File: src/rtl/uart_rx_cfg.sv
// uart_rx_cfg: parametrised UART receiver.
// Configurable data width, parity and stop bits, 3-sample majority vote per bit,
// false-start rejection, and a registered valid/ready output stage with overrun flag.
module uart_rx_cfg #(
  parameter int DATA_W       = 8,
  parameter int PARITY       = 0,
  parameter int STOP_BITS    = 1,
  parameter int SYS_CLK_FREQ = 50_000_000,
  parameter int BPS          = 9_600
) (
  input  logic              sys_clk,
  input  logic              sys_reset_n,
  input  logic              uart_rx_data,
  output logic [DATA_W-1:0] rx_data,
  output logic              rx_valid,
  input  logic              rx_ready,
  output logic              rx_parity_err,
  output logic              rx_frame_err,
  output logic              rx_overrun,
  output logic              rx_busy
);

  localparam int CPB = SYS_CLK_FREQ / BPS;
  localparam int MID = CPB >> 1;
  localparam int CW  = $clog2(CPB);

  localparam logic [CW-1:0] C_LAST = CW'(CPB - 1);
  localparam logic [CW-1:0] C_M0   = CW'(MID - 1);
  localparam logic [CW-1:0] C_M1   = CW'(MID);
  localparam logic [CW-1:0] C_M2   = CW'(MID + 1);
  localparam logic [3:0]    C_DLAST = 4'(DATA_W - 1);

  localparam logic [2:0] S_IDLE  = 3'd0;
  localparam logic [2:0] S_START = 3'd1;
  localparam logic [2:0] S_DATA  = 3'd2;
  localparam logic [2:0] S_PAR   = 3'd3;
  localparam logic [2:0] S_STOP  = 3'd4;

  logic              r_sync1, r_sync2, r_hist;
  logic              r_smp0, r_smp1;
  logic [2:0]        r_state;
  logic [CW-1:0]     r_cyc;
  logic [3:0]        r_bit_cnt;
  logic              r_stop_cnt;
  logic [DATA_W-1:0] r_shift;
  logic              r_perr, r_ferr;
  logic [DATA_W-1:0] r_rx_data;
  logic              r_rx_valid, r_rx_perr, r_rx_ferr, r_rx_ovr;

  logic w_start_edge, w_vote, w_at_last, w_at_vote, w_stop_last, w_done, w_exp_par, w_ferr_now;

  assign w_start_edge = r_hist & ~r_sync2;
  // third sample is the live synchronised line at MID+1
  assign w_vote       = (r_smp0 & r_smp1) | (r_smp0 & r_sync2) | (r_smp1 & r_sync2);
  assign w_at_last    = (r_cyc == C_LAST);
  assign w_at_vote    = (r_cyc == C_M2);
  assign w_stop_last  = (r_stop_cnt == 1'(STOP_BITS - 1));
  assign w_done       = (r_state == S_STOP) && w_at_vote && w_stop_last;
  assign w_exp_par    = (PARITY == 1) ? ^r_shift : ~^r_shift;
  assign w_ferr_now   = r_ferr | ~w_vote;

  // 2-flop synchroniser plus history flop for falling-edge detection
  always_ff @(posedge sys_clk or negedge sys_reset_n) begin
    if (!sys_reset_n) begin
      r_sync1 <= 1'b1;
      r_sync2 <= 1'b1;
      r_hist  <= 1'b1;
    end else begin
      r_sync1 <= uart_rx_data;
      r_sync2 <= r_sync1;
      r_hist  <= r_sync2;
    end
  end

  // capture the first two of the three majority samples
  always_ff @(posedge sys_clk or negedge sys_reset_n) begin
    if (!sys_reset_n) begin
      r_smp0 <= 1'b0;
      r_smp1 <= 1'b0;
    end else begin
      if (r_cyc == C_M0) r_smp0 <= r_sync2;
      if (r_cyc == C_M1) r_smp1 <= r_sync2;
    end
  end

  // frame FSM: bit timing, data shift-in, parity and stop checks
  always_ff @(posedge sys_clk or negedge sys_reset_n) begin
    if (!sys_reset_n) begin
      r_state    <= S_IDLE;
      r_cyc      <= '0;
      r_bit_cnt  <= '0;
      r_stop_cnt <= 1'b0;
      r_shift    <= '0;
      r_perr     <= 1'b0;
      r_ferr     <= 1'b0;
    end else begin
      r_cyc <= w_at_last ? '0 : r_cyc + 1'b1;
      case (r_state)
        S_IDLE: begin
          r_cyc <= '0;
          if (w_start_edge) begin
            r_state <= S_START;
            r_perr  <= 1'b0;
            r_ferr  <= 1'b0;
          end
        end
        S_START: begin
          if (w_at_vote && w_vote) begin
            // glitch: line back high at mid start bit
            r_state <= S_IDLE;
            r_cyc   <= '0;
          end else if (w_at_last) begin
            r_state   <= S_DATA;
            r_bit_cnt <= '0;
          end
        end
        S_DATA: begin
          // LSB first: after DATA_W shifts the first bit sits at bit 0
          if (w_at_vote) r_shift <= {w_vote, r_shift[DATA_W-1:1]};
          if (w_at_last) begin
            if (r_bit_cnt == C_DLAST) begin
              r_state    <= (PARITY != 0) ? S_PAR : S_STOP;
              r_stop_cnt <= 1'b0;
            end else begin
              r_bit_cnt <= r_bit_cnt + 1'b1;
            end
          end
        end
        S_PAR: begin
          if (w_at_vote) r_perr <= (w_vote != w_exp_par);
          if (w_at_last) begin
            r_state    <= S_STOP;
            r_stop_cnt <= 1'b0;
          end
        end
        S_STOP: begin
          if (w_at_vote && !w_vote) r_ferr <= 1'b1;
          if (w_done) begin
            // finish early so a start edge in the stop bit's second half is caught
            r_state <= S_IDLE;
            r_cyc   <= '0;
          end else if (w_at_last) begin
            r_stop_cnt <= 1'b1;
          end
        end
        default: r_state <= S_IDLE;
      endcase
    end
  end

  // output holding stage with overrun detection
  always_ff @(posedge sys_clk or negedge sys_reset_n) begin
    if (!sys_reset_n) begin
      r_rx_data  <= '0;
      r_rx_valid <= 1'b0;
      r_rx_perr  <= 1'b0;
      r_rx_ferr  <= 1'b0;
      r_rx_ovr   <= 1'b0;
    end else begin
      r_rx_ovr <= 1'b0;
      if (w_done) begin
        if (!r_rx_valid || rx_ready) begin
          r_rx_data  <= r_shift;
          r_rx_perr  <= r_perr;
          r_rx_ferr  <= w_ferr_now;
          r_rx_valid <= 1'b1;
        end else begin
          r_rx_ovr <= 1'b1;
        end
      end else if (r_rx_valid && rx_ready) begin
        r_rx_valid <= 1'b0;
      end
    end
  end

  assign rx_data       = r_rx_data;
  assign rx_valid      = r_rx_valid;
  assign rx_parity_err = r_rx_perr;
  assign rx_frame_err  = r_rx_ferr;
  assign rx_overrun    = r_rx_ovr;
  assign rx_busy       = (r_state != S_IDLE);

endmodule
File: config.mk
export PLATFORM = sky130hd
export DESIGN_NAME = uart_rx_cfg
export DESIGN_NICKNAME = d
export VERILOG_FILES = /design/src/rtl/uart_rx_cfg.sv
export SDC_FILE = /design/constraint.sdc
export NUM_CORES = 1
export LEC_CHECK = 0
export ABC_AREA = 1
export BUFFER_PORTS_ARGS = -buffer_cell sky130_fd_sc_hd__clkbuf_2
export CELL_PAD_IN_SITES_DETAIL_PLACEMENT = 1
export CELL_PAD_IN_SITES_GLOBAL_PLACEMENT = 1
export CORE_MARGIN = 5
export CORE_UTILIZATION = 49
export CTS_CLUSTER_SIZE = 30
export DETAILED_ROUTE_END_ITERATION = 6
export PLACE_DENSITY_LB_ADDON = 0.1
export SLEW_MARGIN = 10
export SYNTH_ARGS = -nofsm -noshare
export SYNTH_HDL_FRONTEND = slang
export SYNTH_SLANG_ARGS = --single-unit
export TNS_END_PERCENT = 5
File: constraint.sdc
create_clock -name sys_clk -period 4.2 [get_ports sys_clk]
set_clock_uncertainty 0.15 [all_clocks]
set_input_delay 0.21 -clock sys_clk [delete_from_list [all_inputs] [get_ports sys_clk]]
set_output_delay 0.21 -clock sys_clk [all_outputs]
set_load 0.01 [all_outputs]
==> metrics <==
post-route antenna net violation count 0; clk buf depth 2; VDD IR-drop max 178.1 uV; power per cell area 352.9 mW/mm2; RR Startpoint r_sync2; Post-Syn Instances 310; Layout area overhead 9.912%; Slew Viols, Final 0; Initial Utilization 0.5017; syn avg cell area 8.266 um2; critical path fanouts, max 11; DR iter-0 viols 41; Num Clock Sinks 48; Worst path most repeated cell nand2_2; first-pass GRT wire length 9.177 mm; CP Class register to register; Crit. Startpoint r_sync2; worst-margin pin slew 0.6113 ns; status finished, final reports clean; Yosys Warn Count 0; total gr overflow 0; max incr delay on CP 0.56 ns; Tmin final 1.950 ns; Worst-path clk slew 0.09 ns; Cell variety after synth 35; mux contribution to synthesized area 0; CTS H-tree depth 2; leakage power 1.382 nW; Die Wd 82.32 um; crit path cell chain nand2_1, a21oi_1, nand3_1, nand2_2, nand3b_4, nand2_2, nor2_1; initial antenna violation count 0; #FFs+latches synth 48; top cell type's share of synthesized area 0.4395; Adder-Cell Fraction of Synth Area 0.01953; maxcap violations 0; most common cell in the netlist nand2_1; Pre-antenna DRT Iters 4; height of the die 82.32 um; number of global-route vias before repair 2,102; pin count of the biggest net entering global routing 49; fraction of layout cells with a size suffix above 1 0.2006; Final GP Congestion 0.8041; Worst setup EP type register; Cells after DPL 394; Post-Synth XOR/XNOR Area 0.02393; CTS-repair resized insts 0; synthesized cell area 0.002562 mm2; compound-cell area share of the yosys netlist 0.08398; Worst Hold Launch rx_ready; vias per std cell 4.993; slowest cell on the critical path dfstp_2; cell row count 26; crit path DAT 1.98 ns; full die area 0.006776 mm2; drt wl/cell 12.61 um; CTS tree done; total routed wirelength 5.095 mm; nets 341; crit share post-route 0.4642; most common flop cell mapped by yosys dfrtp_1; final setup vio count 0; async set-or-reset flop fraction in the synthesized netlist 1.000; Setup TNS 0 ns; RSZ-0062 raised after global routing no; Core Region 0.005107 mm2; Synth top cells by count 76 x nand2_1, 48 x inv_1, 45 x dfrtp_1; clock root buffer clkbuf_8; final hold vios 0; largest family of logic cells by synthesized area simple AND/OR/NAND/NOR gates; Min-Delay Path Class input port to register; synth top area cells dfrtp_1 44%, nand2_1 11%, inv_1 7.0%, nand3_1 4.3%, nor2_1 3.7%; Vias 2,017; Max-slew headroom 0.5924; Max Clk Rate 0.5129 GHz; diode count 0; port buffer count 16; clock latency at the later pin of the worst-skew pair 0.30 ns; Global Route Usage Sum 0.1772; Worst setup SP type register; DRC viols 0; post-DP HPWL 3.818 mm; syn nets 318; sequential area share after synthesis 0.4702; Simple-Gate Fraction of Synth Area 0.3125; Post-synth EDFFs 0; CTS Buf Count 5; fin cells 404; worst path required time 4.23 ns; I/O pins 17; Yosys top cell by area dfrtp_1
## area by class of cell
cell class	count	area [um2]
Timing Repair Buffer	19	107.6
Fill cell	640	2291
Inverter	52	198.9
Multi-Input combinational cell	207	1127
Sequential cell	48	1205
Clock buffer	8	90.09
Tap cell	70	87.58
## kinds of logic after synthesis
family                     after synthesis
buffers and inverters                   55
DFF                                     48
adders and majority gates                4
AOI/OAI and AO/OA                       35
xor gates and xnor gates                 7
and+or+nand+nor                        161
## sequential cells by signal (all words and copies together) (netlist names), 3 cells and up
register   cells
r_bit_cnt      4
r_cyc         13
r_shift        8
r_state        3
rx_data        8
## worst max-delay path: cells and delay by family, from the launching register on
kind	cells	cell delay (ns)
flops	1	0.56
simple gates	6	0.80
compound gates	1	0.31
## layer usage
metal / track usage / vias up / wire, um
met5: 0 / - / 0
met4: 0.06478 / 0 / 82
met3: 0.03905 / 7 / 156
met2: 0.3141 / 23 / 2508
met1: 0.2085 / 971 / 2347
li1: - / 1016 / -
## placed cells by master (no fill, tap or decap), types with 6 or more instances in the layout
master and instances:
nor2_1 25, clkbuf_8 6, o21ai_0 17, nand2_1 76, nor2_2 12, xor2_1 6, inv_1 48, dfrtp_1 45
clkbuf_2 16, o21ai_2 8, nand3_1 22
## timing repair
action / CTS / global route
hold buffers: 2 / 0
endpoints found under the hold margin: 46 / 0
buffers inserted: 0 / 0
## metrics by stage
step                      worst slack, ns  power [W]  instance area (um2)  hold slack (ns)    util
after floorplan                     2.532  0.0006780                 2562          -0.2356       -
after global placement              2.302  0.0007168                 2706           0.1478  0.5299
after detailed placement            2.232  0.0007203                 2706           0.1500  0.5299
after CTS                           2.226   0.001013                 2816          0.05862  0.5514
after global routing                2.078   0.001055                 2816          0.07023  0.5514
final                               2.250  0.0009938                 2816          0.06718  0.5514
## worst paths after layout
kind                                   end  slack (ns)  cells past startpoint
worst max-delay path             r_cyc[12]        2.25                      7
worst min-delay path            rx_overrun        0.07                      4
worst max register to register   r_cyc[12]        2.25                      7
worst min register to register     r_sync2        0.23                      0
max in group asynchronous         rx_valid        3.10                      3
min in group asynchronous       rx_data[1]        0.40                      3
## power by group
| part | leakage [nW] | internal, W | switching [W] |
|---|---|---|---|
| logic | 0.701 | 0.0000652 | 0.000128 |
| clock network | 0.0455 | 0.000135 | 0.000152 |
| registers | 0.635 | 0.000485 | 0.0000285 |
| total | 1.38 | 0.000685 | 0.000309 |
Power figures use the tool's default switching activity.
